--- src/rtl/uart_transmitter.sv ---
// uart_transmitter: byte FIFO feeding an 8N1 serializer (start 0, 8 data bits
// LSB first, stop 1). tx, busy and done are registered.
// Optional build macro: UART_TX_PARITY_EN adds an even-parity bit between the
// last data bit and the stop bit (11-bit frame instead of 10).
module uart_transmitter #(
    parameter int CLKS_PER_BIT = 1,
    parameter int FIFO_DEPTH   = 4
) (
    input  logic                          clk,
    input  logic                          rst,
    input  logic [7:0]                    din,
    input  logic                          wr,
    output logic                          full,
    output logic [$clog2(FIFO_DEPTH):0]   count,
    output logic                          overflow,
    output logic                          tx,
    output logic                          busy,
    output logic                          done
);

    localparam int PW   = $clog2(FIFO_DEPTH);
    localparam int CNTW = PW + 1;
    localparam int CW   = (CLKS_PER_BIT > 1) ? $clog2(CLKS_PER_BIT) : 1;

    typedef enum logic [2:0] {
        IDLE,
        START,
        DATA,
`ifdef UART_TX_PARITY_EN
        PARITY,
`endif
        STOP
    } state_t;

    state_t          state;
    logic [7:0]      mem [FIFO_DEPTH];
    logic [PW-1:0]   wptr;
    logic [PW-1:0]   rptr;
    logic [CW-1:0]   bcnt;
    logic [2:0]      idx;
    logic [7:0]      shreg;
`ifdef UART_TX_PARITY_EN
    logic            par;
`endif

    logic            push;
    logic            pop;
    logic            bit_end;
    logic [7:0]      rdata;
    logic [CNTW-1:0] count_nxt;

    // A write is accepted only while the registered full flag is low, so a
    // same-edge pop never rescues a byte written into a full FIFO.
    assign push    = wr && !full;
    assign bit_end = (bcnt == CW'(CLKS_PER_BIT - 1));
    // Bytes leave the FIFO only on entry to START: from IDLE, or straight out
    // of the final stop-bit cycle for gap-free back-to-back frames.
    assign pop     = (count != '0) && ((state == IDLE) || (state == STOP && bit_end));
    assign rdata   = mem[rptr];

    // Next FIFO occupancy from the push/pop pair of this cycle.
    always_comb begin
        // NOTE: assigning a default first keeps a combinational block from inferring a latch.
        count_nxt = count;
        count_nxt = count + CNTW'(push) - CNTW'(pop);
    end

    // FIFO pointers, occupancy, full and sticky overflow.
    // NOTE: sequential state uses non-blocking assignments so all registers update together at the edge.
    always_ff @(posedge clk or posedge rst) begin
        if (rst) begin
            wptr     <= '0;
            rptr     <= '0;
            count    <= '0;
            full     <= 1'b0;
            overflow <= 1'b0;
        end else begin
            if (push) wptr <= wptr + PW'(1);
            if (pop)  rptr <= rptr + PW'(1);
            count    <= count_nxt;
            full     <= (count_nxt == CNTW'(FIFO_DEPTH));
            overflow <= overflow | (wr & full);
        end
    end

    // FIFO storage.
    // NOTE: the data array is deliberately not reset; occupancy and pointers alone define what is valid.
    always_ff @(posedge clk) begin
        if (push) mem[wptr] <= din;
    end

    // Serializer FSM with registered tx/busy/done and per-bit baud counter.
    always_ff @(posedge clk or posedge rst) begin
        if (rst) begin
            state <= IDLE;
            tx    <= 1'b1;
            busy  <= 1'b0;
            done  <= 1'b0;
            bcnt  <= '0;
            idx   <= '0;
            shreg <= '0;
`ifdef UART_TX_PARITY_EN
            par   <= 1'b0;
`endif
        end else begin
            done <= 1'b0;
            case (state)
                IDLE: begin
                    bcnt <= '0;
                    if (pop) begin
                        state <= START;
                        tx    <= 1'b0;
                        busy  <= 1'b1;
                        shreg <= rdata;
`ifdef UART_TX_PARITY_EN
                        par   <= ^rdata;
`endif
                    end
                end
                START: begin
                    if (bit_end) begin
                        bcnt  <= '0;
                        state <= DATA;
                        idx   <= '0;
                        tx    <= shreg[0];
                    end else begin
                        bcnt <= bcnt + CW'(1);
                    end
                end
                DATA: begin
                    if (bit_end) begin
                        bcnt <= '0;
                        if (idx == 3'd7) begin
`ifdef UART_TX_PARITY_EN
                            state <= PARITY;
                            tx    <= par;
`else
                            state <= STOP;
                            tx    <= 1'b1;
`endif
                        end else begin
                            shreg <= shreg >> 1;
                            tx    <= shreg[1];
                            idx   <= idx + 3'd1;
                        end
                    end else begin
                        bcnt <= bcnt + CW'(1);
                    end
                end
`ifdef UART_TX_PARITY_EN
                PARITY: begin
                    if (bit_end) begin
                        bcnt  <= '0;
                        state <= STOP;
                        tx    <= 1'b1;
                    end else begin
                        bcnt <= bcnt + CW'(1);
                    end
                end
`endif
                STOP: begin
                    if (bit_end) begin
                        bcnt <= '0;
                        done <= 1'b1;
                        if (pop) begin
                            state <= START;
                            tx    <= 1'b0;
                            shreg <= rdata;
`ifdef UART_TX_PARITY_EN
                            par   <= ^rdata;
`endif
                        end else begin
                            state <= IDLE;
                            busy  <= 1'b0;
                        end
                    end else begin
                        bcnt <= bcnt + CW'(1);
                    end
                end
                default: begin
                    state <= IDLE;
                    tx    <= 1'b1;
                    busy  <= 1'b0;
                    bcnt  <= '0;
                end
            endcase
        end
    end

endmodule
--- config.mk ---
export PLATFORM = sky130hd
export DESIGN_NAME = uart_transmitter
export DESIGN_NICKNAME = d
export VERILOG_FILES = /design/src/rtl/uart_transmitter.sv
export SDC_FILE = /design/constraint.sdc
export NUM_CORES = 1
export LEC_CHECK = 0
export BUFFER_PORTS_ARGS = -buffer_cell sky130_fd_sc_hd__buf_2
export CAP_MARGIN = 20
export CORE_MARGIN = 4
export CORE_UTILIZATION = 55
export DETAILED_ROUTE_END_ITERATION = 16
export GPL_ROUTABILITY_DRIVEN = 1
export MAX_ROUTING_LAYER = met4
export PLACE_DENSITY = 0.86
export SLEW_MARGIN = 20
export SYNTH_ARGS = -nofsm -noshare
export SYNTH_HDL_FRONTEND = slang
export SYNTH_SLANG_ARGS = --single-unit
--- constraint.sdc ---
create_clock -name clk -period 3.7 [get_ports clk]
set_input_delay 0.37 -clock clk [delete_from_list [all_inputs] [get_ports clk]]
set_output_delay 0.37 -clock clk [all_outputs]
set_load 0.05 [all_outputs]
After elaboration in Yosys (flattened, before gate mapping). Memory sizes are Yosys's and may differ from the RTL's. Index checks and enable logic that the tools add are counted.

Flip-flop bits (word level): 27. Bits in writable memories: 32. Input bits: 11. Memories kept: 1.

Add/sub/neg operators: 6. Eq/ne operators: 12. Mux-type cells: 32. Bitwise operators: 4. Reduce and logical (&&, ||, !) cells: 16.

Memory list: mem (words 4, bits a word 8, rd ports 1, clocked after Yosys merged registers in 0, wr ports 1, line 36) `logic [7:0] mem [FIFO_DEPTH];`.

Operators with widths (count): 2-to-1 mux 8 bit (4); 2-to-1 mux 3 bit (8); one-hot mux 8 bit (3 select lines) (1); 2-to-1 mux 1 bit (15); inequality test 2 bit (second input constant) (7); one-hot mux 3 bit (4 select lines) (1); AND reduction 4 bit (3); == test 3 x 2 -> 1 bit (second input constant) (2); == test 3 bit (second input constant) (2); one-hot mux 3 bit (2 select lines) (1); nonzero test 3 bit (2); AND reduction 5 bit (1); adder 2 x 1 -> 2 bit (second input constant) (2); one-hot mux 1 bit (4 select lines) (1); adder 3 x 1 -> 3 bit (1); adder 3 x 1 -> 3 bit (second input constant) (1); == test 3 x 1 -> 1 bit (second input constant) (1); logical AND 1 bit (3); zero test 3 bit (1); one-hot mux 1 bit (3 select lines) (1); AND reduction 3 bit (1); OR reduction 3 bit (1); subtractor 3 x 1 -> 3 bit (1); inverter 1 bit (2); 7 further kinds (7).

Depth between registers and ports, before layout.
Word-level depth: 7. Gate-level depth with buffers: 10.

Worst setup path after synthesis. OpenSTA, ideal clock, no wires.

Path type: register -> register. Start point: reg count[2]. End point: reg full. Arrival time: 2.234 ns. Setup slack: 1.378 ns. Stages on the path, launching flop included: 9. Path buffers: 0. Clock period less this slack: 2.322 ns. Cells stage by stage: dfrtp_1 nor3_2 nor2_1 ha_1 inv_1 ha_1 fa_1 xnor2_1 nor3b_1.

Cells in the longest elaborated chain, start to end: 4.

Ends and longest elaborated chain: from (decl) (line 14) `output logic [$clog2(FIFO_DEPTH):0] count,`; from (signal assigned) (line 80) `count <= count_nxt;`; branches (longest 2 deep; another with adder 3 x 1 -> 3 bit); subtractor 3 x 1 -> 3 bit (*) (line 65) `count_nxt = count + CNTW'(push) - CNTW'(pop);`; net count_nxt[2] (line 50) `logic [CNTW-1:0] count_nxt;`; == test 3 bit (*) (line 81) `full <= (count_nxt == CNTW'(FIFO_DEPTH));`; to (signal assigned) (line 81); to (decl) (line 13) `output logic full,`.

Mark *: on every way through the listed nets, which the timed path passes. A chain may end at the register's enable or synchronous reset.

Worst setup path after layout.
Start point: reg state[0]. End point: reg full.

Cells in the longest elaborated chain, start to end: 6.

Ends and longest elaborated chain: from (decl) (line 35) `state_t state;`; from (signal assigned) (line 95) `state <= IDLE;`; from (signal assigned) (line 111) `state <= START;`; from (signal assigned) (line 123) `state <= DATA;`; == test 3 x 2 -> 1 bit (line 58) `assign pop = (count != '0) && ((state == IDLE) || (state == STOP && bit_end));`; logical AND 1 bit (line 58); logical OR 1 bit (*) (line 58); logical AND 1 bit (*) (line 58); subtractor 3 x 1 -> 3 bit (*) (line 65); net count_nxt[2] (line 50); == test 3 bit (*) (line 81).

The timed path passes the listed nets; every way through them passes the cells marked *.

==> results.toml <==
[cells_and_area]
final_common_cell = "edfxtp_1"
layout_common_cells = "32 x edfxtp_1, 24 x dfrtp_1, 18 x buf_2, 14 x nor2_1"
area_growth_pct = 12.62
nets = 221
final_area_um2 = 2848
diodes = 0
final_util = 0.6451
drive_gt1_frac = 0.2228

[die]
rows = 24
ios = 19
die_w_um = 75.81
start_util = 0.5728
die-height_um = 75.81
die-area_um2 = 5746
core-area_um2 = 4414

[timing]
tns_ns = 0
fmax_ghz = 0.3688
tightest_slew_ns = 0.9426
period_minus_slack_ns = 2.712
skew_ns = 0.008194
final-hold-violation-count = 0
rsz0062_at_grt = "false"
setup_viol_count_final = 0
report.final.slew_viol_count = 0
slew_headroom = 0.3709
fin_crit_sh = 0.7329

[grt]
grt_max_degree = 26
antenna_found_initial = 0
grt_use_total = 0.1855
grt_pass1_vias = 1534
grt_overflow = 0
grt_first_pass_wirelength_um = 7486

[clocking]
cts_sinks = 57
ctsRootBufferMaster = "clkbuf_8"
post_cts_resized = 0
clock_latency_ns = 0.32
cts_setup_buffers = 0
cts_made_buffers = 9
clk_pin_slew_ns = 0.06
ctsHoldBuffers = 0
clk_path_buf_depth = 2
cts_tree = "built"
htree_levels = 3

[route]
drc = 0
dr_wl_met2_um = 2322
highest_layer = "met4"
wire_per_inst_um = 17.21
m1WireLength_um = 1846
first_pass_iters = 4
totalWireLength_um = 4371
drt_iter0_markers = 40
route.vias.total = 1476
viasPerCell = 5.811
dr_wl_met3_um = 148
antenna_left = 0

[synthesis]
synthArstFlopShare = 0.4386
synthCells = 175
synth_nets = 199
synth-seq-area-share = 0.6279
synth-seq-cells = 57
synth_cell_type_count = 44
syn_area_per_cell_um2 = 14.45
yosys_warnings = 0
synth_area_um2 = 2529
synth-edff-count = 32
ys.flop_type = "edfxtp_1"

[placed_design]
globalplace.congestion = 0.7410
placed_area_um2 = 2639
hpwl_um = 2846
io_buffers = 18

[worst_setup_path]
worstPathArrival_ns = 2.94
cp.required_ns = 3.93
reg2regPathDepth = 9
crit_type = "reg -> reg"
end_kind = "register"
startpoint_type = "register"
regToRegSetupSlack_ns = 0.99
r2r-end = "full"
worstSetupStartpoint = "state[0]"
reg2reg_from = "state[0]"
critPathMaxFanout = 9

[pwr]
powerDensity_nw_per_um2 = 981.9
ir_drop_mv = 0.6816
total_power_mw = 2.796
p_leak_nw = 1.137

[status]
outcome = "complete, no violations"

[run]
drv_cap = 0

[min_path]
holdCritPathClass = "in -> async"
==> power by group <==
group          leakage [nW]  internal, mW  switching, mW
clock network         0.106         0.372          0.237
registers             0.590         0.890          0.159
logic                 0.442         0.467          0.672
total                  1.14          1.73           1.07
==> Yosys cell counts (2+ instances only) <==
cell / number / share of area
o21a_1: 3 / 0.0089
xnor2_1: 3 / 0.010
clkbuf_1: 4 / 0.0059
nor2b_1: 2 / 0.0049
o311ai_0: 3 / 0.010
mux2i_1: 2 / 0.0079
mux4_2: 7 / 0.062
nor2_1: 14 / 0.021
and2_1: 4 / 0.0099
xor2_1: 2 / 0.0069
inv_1: 12 / 0.018
nand2_1: 9 / 0.013
edfxtp_1: 32 / 0.38
dfrtp_1: 24 / 0.24
buf_6: 2 / 0.0089
o21ai_0: 5 / 0.0099
ha_1: 12 / 0.059
o2bb2ai_1: 2 / 0.0069
o22a_1: 3 / 0.010
nand2b_1: 3 / 0.0074
o211ai_1: 4 / 0.012
==> flip-flops by register name, summed over array words and instances (netlist names) <==
name      cells
shreg         8
tx            1
overflow      1
count         3
done          1
mem          32
wptr          2
idx           3
rptr          2
busy          1
full          1
state         2
==> final cells by class <==
type	count	area, um^2
sequential	57	1588
tap	52	65.06
timing repair buffer	18	90.09
multi-input combinational	98	847.1
clock buffer	9	123.9
inverter	13	48.80
fill	302	1567
clock inverter	7	85.08
==> metal layers <==
metal,vias to the layer above,global-route usage
met5,-,-
met1,741,0.2203
met4,0,0.06990
met2,36,0.3070
li1,691,-
met3,8,0.04354
==> kinds of logic (layout without fill, tap and decap cells) <==
kind of cell / count (synthesis) / after routing / synth area share
fa+ha+maj: 13 / 13 / 0.06729
mux: 10 / 10 / 0.07620
compound gates: 30 / 30 / 0.08907
xor+xnor: 5 / 5 / 0.01732
flops: 57 / 57 / 0.6279
simple gates: 40 / 40 / 0.08510
buf+inv: 20 / 47 / 0.03711
==> worst max path at each step <==
stage	depth (start not counted)	slack, ns	endpoint
floorplan	8	1.38	full
global placement	9	1.24	full
detailed placement	9	1.07	full
CTS	9	0.98	full
global route	9	0.78	full
finish	9	0.99	full
==> through the flow <==
step	setup slack, ns	hold WS, ns	std cells
global placement	1.237	0.4427	238
detailed placement	1.068	0.4534	238
CTS	0.9757	0.2448	254
global route	0.7826	0.2469	254
floorplan	1.378	0.3966	175
finish	0.9884	0.2479	254
==> worst max-delay path, stage by stage, from the launching register on <==
cell	delay (ns)
dfrtp_1	0.40
inv_1	0.08
ha_1	0.41
nor2_1	0.46
ha_1	0.20
inv_1	0.04
ha_1	0.18
fa_1	0.37
xnor2_1	0.21
nor3b_1	0.25
(Power assumes the default switching activity.)
